File: src/rtl/seq_slice_adder_pkg.sv
// rtl/seq_slice_adder_pkg.sv - shared state encoding and default geometry for seq_slice_adder
package seq_slice_adder_pkg;

   localparam int DEFAULT_WIDTH = 32;
   localparam int DEFAULT_SLICE = 4;

   typedef enum logic [1:0] {
      IDLE = 2'd0,
      RUN  = 2'd1,
      DONE = 2'd2
   } state_t;

endpackage

File: src/rtl/seq_slice_adder_rca.sv
// rtl/seq_slice_adder_rca.sv - full_adder_1 and the N-bit ripple-carry slice adder ripple_carry_adder_n
module full_adder_1 (
   input  logic a,
   input  logic b,
   input  logic carry_in,
   output logic sum,
   output logic carry_out
);

   // single-bit sum and majority carry
   always_comb begin
      sum       = a ^ b ^ carry_in;
      carry_out = (a & b) | (a & carry_in) | (b & carry_in);
   end

endmodule

module ripple_carry_adder_n #(
   parameter int N = 4
) (
   input  logic [N-1:0] a,
   input  logic [N-1:0] b,
   input  logic         carry_in,
   output logic [N-1:0] sum,
   output logic         carry_out,
   output logic         msb_carry_in
);

   logic [N:0] carry;

   assign carry[0]     = carry_in;
   assign carry_out    = carry[N];
   // carry entering the top bit, needed by the caller for signed overflow
   assign msb_carry_in = carry[N-1];

   for (genvar i = 0; i < N; i++) begin : g_bit
      full_adder_1 u_fa (
         .a         (a[i]),
         .b         (b[i]),
         .carry_in  (carry[i]),
         .sum       (sum[i]),
         .carry_out (carry[i+1])
      );
   end

endmodule

File: src/rtl/seq_slice_adder.sv
// rtl/seq_slice_adder.sv - multi-cycle slice-serial add/subtract; SEQ_SLICE_ADDER_OVERFLOW_EN adds o_overflow
module seq_slice_adder
   import seq_slice_adder_pkg::*;
#(
   parameter int WIDTH = DEFAULT_WIDTH,
   parameter int SLICE = DEFAULT_SLICE
) (
   input  logic             i_clk,
   input  logic             i_reset,
   input  logic             i_valid,
   output logic             o_ready,
   input  logic [WIDTH-1:0] i_a,
   input  logic [WIDTH-1:0] i_b,
   input  logic             i_carry_in,
   input  logic             i_sub,
   output logic             o_valid,
   input  logic             i_ready,
   output logic [WIDTH-1:0] o_s,
   output logic             o_carry_out
`ifdef SEQ_SLICE_ADDER_OVERFLOW_EN
   ,
   output logic             o_overflow
`endif
);

   localparam int NSLICE = WIDTH / SLICE;
   localparam int KW     = (NSLICE > 1) ? $clog2(NSLICE) : 1;
   localparam logic [KW-1:0] K_LAST = KW'(NSLICE - 1);

   state_t           state;
   logic [KW-1:0]    k;
   logic [WIDTH-1:0] a_reg;
   logic [WIDTH-1:0] b_reg;
   logic             carry_reg;

   logic [SLICE-1:0] slice_a;
   logic [SLICE-1:0] slice_b;
   logic [SLICE-1:0] slice_sum;
   logic             slice_cout;
   logic             slice_msb_cin;

   assign slice_a = a_reg[int'(k)*SLICE +: SLICE];
   assign slice_b = b_reg[int'(k)*SLICE +: SLICE];

   ripple_carry_adder_n #(
      .N (SLICE)
   ) u_rca (
      .a            (slice_a),
      .b            (slice_b),
      .carry_in     (carry_reg),
      .sum          (slice_sum),
      .carry_out    (slice_cout),
      .msb_carry_in (slice_msb_cin)
   );

`ifndef SEQ_SLICE_ADDER_OVERFLOW_EN
   logic unused_msb_cin;
   assign unused_msb_cin = slice_msb_cin;
`endif

   // handshake flags come straight from the state register
   assign o_ready = (state == IDLE);
   assign o_valid = (state == DONE);

   // FSM: capture operands, walk the slices LSB first, hold the result until consumed
   always_ff @(posedge i_clk) begin
      if (i_reset) begin
         state       <= IDLE;
         k           <= '0;
         a_reg       <= '0;
         b_reg       <= '0;
         carry_reg   <= 1'b0;
         o_s         <= '0;
         o_carry_out <= 1'b0;
`ifdef SEQ_SLICE_ADDER_OVERFLOW_EN
         o_overflow  <= 1'b0;
`endif
      end else begin
         case (state)
            IDLE: begin
               if (i_valid) begin
                  a_reg     <= i_a;
                  b_reg     <= i_sub ? ~i_b : i_b;
                  carry_reg <= i_sub ? 1'b1 : i_carry_in;
                  k         <= '0;
                  state     <= RUN;
               end
            end
            RUN: begin
               o_s[int'(k)*SLICE +: SLICE] <= slice_sum;
               carry_reg                   <= slice_cout;
               if (k == K_LAST) begin
                  o_carry_out <= slice_cout;
`ifdef SEQ_SLICE_ADDER_OVERFLOW_EN
                  o_overflow  <= slice_msb_cin ^ slice_cout;
`endif
                  state       <= DONE;
               end else begin
                  k <= k + KW'(1);
               end
            end
            DONE: begin
               if (i_ready) begin
                  state <= IDLE;
               end
            end
            default: state <= IDLE;
         endcase
      end
   end

endmodule

File: config.mk
export PLATFORM = sky130hd
export DESIGN_NAME = seq_slice_adder
export DESIGN_NICKNAME = d
export VERILOG_FILES = /design/src/rtl/seq_slice_adder_pkg.sv /design/src/rtl/seq_slice_adder_rca.sv /design/src/rtl/seq_slice_adder.sv
export SDC_FILE = /design/constraint.sdc
export NUM_CORES = 1
export LEC_CHECK = 0
export CAP_MARGIN = 20
export CORE_MARGIN = 3
export CORE_UTILIZATION = 45
export DETAILED_ROUTE_END_ITERATION = 7
export PLACE_DENSITY_LB_ADDON = 0.12
export SYNTH_ARGS = -nofsm -noshare
export SYNTH_HDL_FRONTEND = slang
export SYNTH_SLANG_ARGS = --single-unit
File: constraint.sdc
create_clock -name i_clk -period 3.4 [get_ports i_clk]
set_clock_uncertainty 0.2 [all_clocks]
set_input_delay 0.68 -clock i_clk [delete_from_list [all_inputs] [get_ports i_clk]]
set_output_delay 0.68 -clock i_clk [all_outputs]
set_load 0.01 [all_outputs]
# Word level (Yosys, flattened, before mapping)
# Index checks and enable logic that the tools add are counted.
# classes
n_addsub	2
multipliers	0
div	0
magnitude_cmp	0
eq_ne	7
n_shift	4
n_mux	12
bitwise	29
n_reduce_logical	7
# op_table
operator	n
indexed part select 32 x 6 -> 4 bit	2
negator 5 -> 33 bit	1
variable shift 4 x 33 -> 32 bit (first input constant)	1
indexed part select 4 x 33 -> 32 bit	1
bitwise mux 32 bit	1
two-way mux 32 bit	1
NOT 32 bit	1
AND 1 bit	12
bitwise OR 1 bit	8
bitwise XOR 1 bit	8
two-way mux 2 bit	3
two-way mux 3 bit	2
inequality test 2 bit (second input constant)	3
one-hot mux 2 bit (3 select lines)	1
one-hot mux 3 bit (2 select lines)	1
AND reduction 2 bit	3
AND reduction 3 bit	2
adder 3 x 1 -> 3 bit (second input constant)	1
== test 3 bit (second input constant)	1
== test 2 x 1 -> 1 bit (second input constant)	1
== test 2 bit (second input constant)	1
zero test 2 bit	1
two-way mux 1 bit	2
inequality test 2 x 1 -> 1 bit (second input constant)	1
2 further kinds	2
# word_totals
register_bits	103
latch_bits	0
mem_bits_rw	0
mem_bits_ro	0
in_bits	70
output_inout_bits	35
elab_cells	68
mem_count	0

# Logic depth before layout (Yosys ltp)
# Gate-level depths: netlist of the first run.
# logic_depth
word_depth	14
depth_mapped	12
depth_no_buf	11

# Modules after synthesis
# Synthesis of the first run repeated with hierarchy kept, for this count alone.
# unflattened
cells_unflattened	527
hier_area_um2	4797.1
# modules_own_cells
module	n_inst	cells_per_inst	area_each_um2	seq_area_each_um2
seq_slice_adder	1	523	4717.0	2062.0
full_adder_1	4	1	20.0	0.0

# Least setup slack after synthesis of the first run
# OpenSTA, ideal clock, no wires.
# synth_timing
path_type	register to register
from	register k[2]
to	register o_s[7]
t_arrival_ns	2.880
required_ns	3.057
slack_ns	0.177
path_stages_with_launch	11
path_buffers	2
period_less_slack_ns	3.223
cell_sequence	dfxtp_1 -> clkbuf_1 -> buf_1 -> mux4_2 -> mux2i_1 -> fa_1 -> fa_1 -> inv_1 -> fa_1 -> nand4_1 -> mux2i_1
# synth_between
elab_chain_len	13
elab_cells_between_ends	29
cone_classes	add/sub: 1; shift: 4; mux: 1; bitwise: 23
# synth_lines
item	line_no	source
from (decl)	seq_slice_adder.sv:31	logic [KW-1:0] k;
from (signal assigned)	seq_slice_adder.sv:99	k <= k + KW'(1);
indexed part select 32 x 6 -> 4 bit (on tied branches)	seq_slice_adder.sv:42, seq_slice_adder.sv:43	
AND 1 bit	seq_slice_adder_rca.sv:13	carry_out = (a & b) | (a & carry_in) | (b & carry_in);
bitwise OR 1 bit (2 in a row)	seq_slice_adder_rca.sv:13	
AND 1 bit	seq_slice_adder_rca.sv:13	
bitwise OR 1 bit (2 in a row)	seq_slice_adder_rca.sv:13	
AND 1 bit	seq_slice_adder_rca.sv:13	
bitwise OR 1 bit (2 in a row)	seq_slice_adder_rca.sv:13	
bitwise XOR 1 bit	seq_slice_adder_rca.sv:12	sum = a ^ b ^ carry_in;
indexed part select 4 x 33 -> 32 bit	seq_slice_adder.sv:90	o_s[int'(k)*SLICE +: SLICE] <= slice_sum;
bitwise mux 32 bit (*)	seq_slice_adder.sv:90	
to (signal, indexed assignment)	seq_slice_adder.sv:90	
to (decl)	seq_slice_adder.sv:18	output logic [WIDTH-1:0] o_s,
# Mark *: on every way between the ends. The rest lies on a longest branch, timed or not.
# A chain may end at the register's enable or synchronous reset.

# Worst setup path after layout of the first run
# layout_timing
from	register k[1]
to	register o_s[7]
# Same word-level chain as after synthesis.

==> metrics.txt, run 1 <==
clock latency reported for the late side of the worst-skew pair about 380 ps; Power per Cell Area between 400 and 500 mW/mm^2; #FFs+latches synth approximately 100; Crit Path Max Fanout 7; first-pass GRT wire length between 15000 and 20000 um; number of fill cells between 900 and 1000; Clk pin slew, worst setup/hold paths approximately 110 ps; GR met2 Demand/Resource 0.313; data required time of the worst path around 3500 ps; leakage power roughly 2.3 nW; core footprint 0.0104 sq mm; worst stage delay on the critical path ~640 ps; cell area after synthesis about 0.0048 sq mm; cell area after placement 0.00600 sq mm; Num Clock Sinks 103; io pins around 110; H-tree levels 3; post-detailed-route wirelength per cell around 15 um; largest net degree at the start of global routing roughly 100; TritonCTS clock tree built; effective utilization at floorplan 0.465; Worst Setup Start Kind register; met1 Use GR 0.251; first-iteration detailed-routing DRC count around 180; element type at the critical path end register; number of synthesized flops with an enable pin 0; number of standard cells after synthesis 516; final net count a little under 700; IO Port Bufs ~100; run status finished, final reports clean; Tcrit/Tclk final 0.933; syn avg cell area 9.39 sq um; number of failing hold endpoints at the final stage 0; worst vdd rail ir drop roughly 200 uV; area grow syn2layout 28.3%; CP delay by family, top adder cells; clk root buf sky130_fd_sc_hd__clkbuf_8; final wirelength ~11000 um; Die Y-Extent 110 um; clock period minus final worst setup slack about 3200 ps; worst path bufs/invs 2; maxcap violations 0; area of combinational cells with multiple inputs 0.00258 sq mm; vias in the first global route ~3600; Max Slew Vio Count 0; total of warnings raised by yosys 0; async set-reset flop share out of synthesis 0; number of hold buffers added after CTS 0; endpoint arrival time on the critical path between 3000 and 4000 ps; initial antenna violation count 0; critical path class reg -> reg; CP Cell Sequence mux4_2, nand2_1, nand2_1, fa_1, inv_1, fa_1, fa_1, inv_1, fa_1, nand4_1, mux2i_1; class of the worst hold path reg -> reg; CP dominant cell by count sky130_fd_sc_hd__fa_1; sequential cell area about 0.0021 sq mm; M3 GR Usage 0.0464; Top FF cell, synth sky130_fd_sc_hd__dfxtp_1; worst slew margin relative to its limit 0.507; horizontal extent of the die about 110 um; number of inserted diodes 0; post-route cell area roughly 0.0062 sq mm; RD Place Congestion between 0.8 and 0.9; number of placement rows 37; HPWL Detailed between 8000 and 9000 um; busiest layer in global routing met2; DR DRC count 0; highest clock rate ~320 MHz; number of buffers added by the clock tree synthesis step 9; detailed-routing iteration count for the pre-antenna-repair pass 4; proportion of layout cells with a drive suffix above 1 0.0933; RSZ-0062 raised after global routing no; final setup violation count 0; Routed Antenna Nets 0; number of distinct library cells after synthesis 34; final hold slack 259 ps; vias post-DR about 3800; maximum clock insertion buffer count 2; total global-route track usage 0.190; portion of the post-synthesis area used by sequential elements 0.426; slew at the pin closest to its max-slew limit about 730 ps; critical path's slowest cell sky130_fd_sc_hd__fa_1; Avg Vias per Cell 5.06; overflow left after global routing 0; Fin Setup TNS 0 ps; Post-Synthesis Net Count 597; Die ar. 0.0120 sq mm
==> worst reg2reg max path, delay by kind of cell, from the launching register on <==
kind / cells / cell delay [ps]
simple gates: 3 / 310
flops: 1 / 450
buf+inv: 2 / 140
fa+ha+maj: 4 / 1350
mux: 2 / 670
==> power by group <==
| group | switching [W] | internal (W) | total (W) |
|---|---|---|---|
| registers | 0.0000452 | 0.00127 | 0.00132 |
| clock network | 0.000442 | 0.000372 | 0.000814 |
| logic | 0.000209 | 0.000222 | 0.000431 |
| total | 0.000696 | 0.00187 | 0.00256 |
==> metrics by stage <==
step,power (W),std cells,utilization,setup slack [ps]
3_3_place_gp,0.00177,731,0.576,196
2_1_floorplan,0.00161,516,-,177
5_1_grt,0.00268,747,0.597,15.8
4_1_cts,0.00259,747,0.597,83.6
3_5_place_dp,0.00178,731,0.576,93.5
6_report,0.00256,747,0.597,229
==> cells in the mapped netlist (3+ instances only) <==
cell | number | area, sq um
sky130_fd_sc_hd__mux2i_1 | 35 | 350
sky130_fd_sc_hd__clkbuf_1 | 27 | 101
sky130_fd_sc_hd__fa_1 | 4 | 80.1
sky130_fd_sc_hd__inv_1 | 5 | 18.8
sky130_fd_sc_hd__nor2_1 | 38 | 143
sky130_fd_sc_hd__ha_1 | 7 | 87.6
sky130_fd_sc_hd__buf_2 | 8 | 40.0
sky130_fd_sc_hd__mux4_2 | 16 | 360
sky130_fd_sc_hd__dfxtp_1 | 103 | 2060
sky130_fd_sc_hd__buf_1 | 3 | 11.3
sky130_fd_sc_hd__or4b_1 | 4 | 40.0
sky130_fd_sc_hd__xnor2_1 | 32 | 280
sky130_fd_sc_hd__nor3_1 | 8 | 40.0
sky130_fd_sc_hd__nand3_1 | 8 | 40.0
sky130_fd_sc_hd__nand2b_1 | 36 | 225
sky130_fd_sc_hd__nand2_1 | 87 | 327
sky130_fd_sc_hd__nor2b_1 | 5 | 31.3
sky130_fd_sc_hd__a211oi_1 | 32 | 240
sky130_fd_sc_hd__a21oi_1 | 38 | 190
==> cells in the final DEF (no fill, tap or decap), drive strengths merged, types with 3 or more instances in the layout <==
cell,netlist,final
nor3,8,8
inv,6,8
a21oi,38,38
clkinv,0,3
nand2b,36,36
xnor2,32,32
nand3,8,8
dfxtp,103,103
mux4,16,16
or4b,5,5
nor2b,5,5
fa,4,4
nor2,38,38
buf,14,18
mux2i,35,35
a211oi,32,32
nand2,87,87
clkdlybuf4s50,0,102
ha,7,7
clkbuf,27,10
==> logic make-up after synthesis <==
kind of cell | count (synthesis) | synth area share
AOI/OAI and AO/OA | 76 | 0.0984
xor gates and xnor gates | 32 | 0.0578
adders and majority gates | 11 | 0.0346
buffers and inverters | 47 | 0.0423
DFF | 103 | 0.426
muxes | 51 | 0.147
and+or+nand+nor | 196 | 0.195
==> layout make-up <==
cell class	instances	area share
clock buffers	10	0.0221
well taps	136	0.0274
inverters	6	0.00362
multi-input cells	366	0.416
clock inverters	6	0.0123
flip-flops and latches	103	0.332
repair buffers	120	0.187
==> per-layer routing <==
metal  vias to the layer above  part of all wire  routed length [um]
li1                       1952                 -                   -
met1                      1715              0.46                4980
met2                       103              0.47                5170
met3                        11             0.057                 622
met4                         0             0.014                 156
met5                         -                 0                   0
==> path summary, 6_finish.rpt <==
check / start / end / slack, ps / depth (start not counted)
max: k[1] / o_s[7] / 230 / 11
min: a_reg[14] / a_reg[14] / 260 / 2
max reg2reg: k[1] / o_s[7] / 230 / 11
min reg2reg: a_reg[14] / a_reg[14] / 260 / 2
==> what timing repair did <==
item	CTS	global route
buffers inserted	0	0
resized for setup	0	1
setup endpoints to repair	0	8
Power figures use the tool's default switching activity.
==> inputs of run 2 (changes only) <==
--- a/config.mk
+++ b/config.mk
@@ -6,7 +6,6 @@
 export NUM_CORES = 1
 export LEC_CHECK = 0
 export CAP_MARGIN = 20
-export CORE_MARGIN = 3
 export CORE_UTILIZATION = 45
 export DETAILED_ROUTE_END_ITERATION = 7
 export PLACE_DENSITY_LB_ADDON = 0.12
==> run 2 against run 1 <==
  * Die area down 7.2%
  * Count of clock-buffer cells in the layout up 1
  * Flip-flop and latch count unchanged
  * Clock power down 13%
  * Critical path depth unchanged
  * Wire length down 1.4%
  * Final area down 1.0%
  * Power down 4.1%
  * Utilization down 0.35 points
  * Worst setup slack worse by 29 ps
  * Highest routed layer unchanged
==> metrics.txt, run 2 (synthesis gave the netlist of run 1 again) <==
CP Cell Sequence mux4_2, nand2_1, nand2_1, fa_1, inv_1, fa_1, fa_1, inv_1, fa_1, nand3_1, mux2i_1; total instance count after detailed placement 726 (-0.68%); met2 WL post-DR 4950 um (-4.3%); final wirelength 10800 um (-1.4%); first-iteration detailed-routing DRC count 105 (-40%); element type at the critical path end register; clock period minus final worst setup slack 3200 ps (+28.7 ps); launch point of the critical path k[1]; total global-route track usage 0.199 (+0.00836); leakage power 2.23 nW (-2.0%); Max Slew Vio Count 0 (unchanged); number of buffers added by the clock tree synthesis step 9 (unchanged); number of failing hold endpoints at the final stage 0 (unchanged); end of the critical path o_s[15]; maxcap violations 0 (unchanged); Worst Setup Start Kind register; post-detailed-route wirelength per cell 14.5 um (-0.70%); initial antenna violation count 0 (unchanged); critical path class reg -> reg; DR DRC count 0 (unchanged); proportion of layout cells with a drive suffix above 1 0.0842 (-0.00913); RSZ-0062 raised after global routing no; HPWL Detailed 7950 um (-4.0%); area grow syn2layout 27.0%; Fin Setup TNS 0 ps (unchanged); Power per Cell Area 399 mW/mm^2 (-3.1%); Crit Path Max Fanout 7 (unchanged); flop-to-flop setup slack 200 ps (-30 ps); vias in the first global route 3507 (-1.6%); CP dominant cell by count sky130_fd_sc_hd__fa_1; clock latency reported for the late side of the worst-skew pair 360 ps (-20 ps); Tcrit/Tclk final 0.941 (+0.00843); count of non-filler cells in the finished layout 742 (-0.67%); Routed Antenna Nets 0 (unchanged); horizontal extent of the die 106 um (-3.6%); core footprint 0.0104 sq mm (-0.44%); final setup violation count 0 (unchanged); endpoint arrival time on the critical path 3300 ps (+20 ps); Worst R2R Start k[1]; most frequent cells in the layout 102 x sky130_fd_sc_hd__dfxtp_1, 102 x sky130_fd_sc_hd__clkdlybuf4s50_1, 87 x sky130_fd_sc_hd__nand2_1; detailed-routing iteration count for the pre-antenna-repair pass 4 (unchanged); number of inserted diodes 0 (unchanged); worst vdd rail ir drop 206 uV (+2.7%); Clk pin slew, worst setup/hold paths 100 ps (about the same); overflow left after global routing 0 (unchanged); uppermost metal layer occupied by signal nets met4; H-tree levels 3 (unchanged); Avg Vias per Cell 5.17 (+2.2%); slew at the pin closest to its max-slew limit 901 ps (+167 ps); first-pass GRT wire length 17500 um (-1.9%); final net count 682 (-0.73%); effective utilization at floorplan 0.467 (+0.00208); Die ar. 0.0112 sq mm (-7.2%); FF-to-FF End o_s[15]; highest clock rate 313 MHz (-0.90%); Num Clock Sinks 103 (unchanged); data required time of the worst path 3500 ps (about the same); metal1 wirelength 5130 um (+2.9%); clk root buf sky130_fd_sc_hd__clkbuf_8; vias post-DR 3837 (+1.5%); number of placement rows 37 (unchanged); IO Port Bufs 104 (unchanged); maximum clock insertion buffer count 2 (unchanged); Die Y-Extent 106 um (-3.6%); worst stage delay on the critical path 620 ps (-20 ps); class of the worst hold path reg -> reg; postcts setup bufs 0 (unchanged); RD Place Congestion 0.810 (-5.1%); TritonCTS clock tree built; worst reg-to-reg path cell count 11 (unchanged); critical path's slowest cell sky130_fd_sc_hd__fa_1; worst slew margin relative to its limit 0.399 (-0.107); io pins 105 (unchanged); largest net degree at the start of global routing 98 (unchanged); run status finished, final reports clean; WL met3 456 um (-27%)
## run 2: changes by cell type in the layout (fill, tap and decap cells not counted), sizes merged
| cell | delta |
|---|---|
| clkinvlp | +2 |
| buf | -5 |
| bufinv | -1 |
| clkbuf | +1 |
| inv | -2 |
## run 2: how the worst min path moves through the flow
stage / cells past startpoint / slack (ps) / startpoint / to
finish: 2 / 260 / a_reg[25] / a_reg[25]
global route: 2 / 280 / a_reg[5] / a_reg[5]
CTS: 2 / 260 / a_reg[25] / a_reg[25]
detailed placement: 2 / 250 / a_reg[25] / a_reg[25]
global placement: 2 / 240 / a_reg[25] / a_reg[25]
floorplan: 2 / 230 / a_reg[16] / a_reg[16]
## run 2: repair_timing
action	in CTS	in global routing
hold buffers	0	0
resized for setup	0	1
endpoints found under the setup margin	0	14
## run 2: metal layers
layer | GRT usage | vias to the layer above
li1 | - | 1937
met1 | 0.268 | 1782
met2 | 0.311 | 99
met3 | 0.0365 | 19
met4 | 0.0863 | 0
met5 | 0 | -
## run 2: critical path, delay by kind of cell, from the launching register on
family,cells,cell delay (ps)
muxes,2,700
and+or+nand+nor,3,300
adders and majority gates,4,1350
buffers and inverters,2,120
DFF,1,450
## run 2: final cells by class
type	count	area (sq um)
timing repair buffer	115	1140
fill	930	4220
inverter	6	22.5
sequential	103	2060
clock inverter	5	33.8
multi-input combinational	366	2580
tap	136	170
clock buffer	11	141
## run 2: through the flow
| step | util | power, W | hold slack [ps] | cell area (sq um) | worst slack [ps] |
|---|---|---|---|---|---|
| 2_1_floorplan | - | 0.00161 | 233 | 4850 | 177 |
| 3_3_place_gp | 0.576 | 0.00177 | 241 | 5980 | 163 |
| 3_5_place_dp | 0.576 | 0.00178 | 247 | 5980 | 81.6 |
| 4_1_cts | 0.593 | 0.00247 | 260 | 6150 | 40.9 |
| 5_1_grt | 0.593 | 0.00257 | 279 | 6150 | 4.34 |
| 6_report | 0.593 | 0.00246 | 257 | 6150 | 200 |
## run 2: power breakdown
part	internal [W]	switching [W]
Clock	0.000286	0.000421
Combinational	0.000222	0.000210
Sequential	0.00127	0.0000458
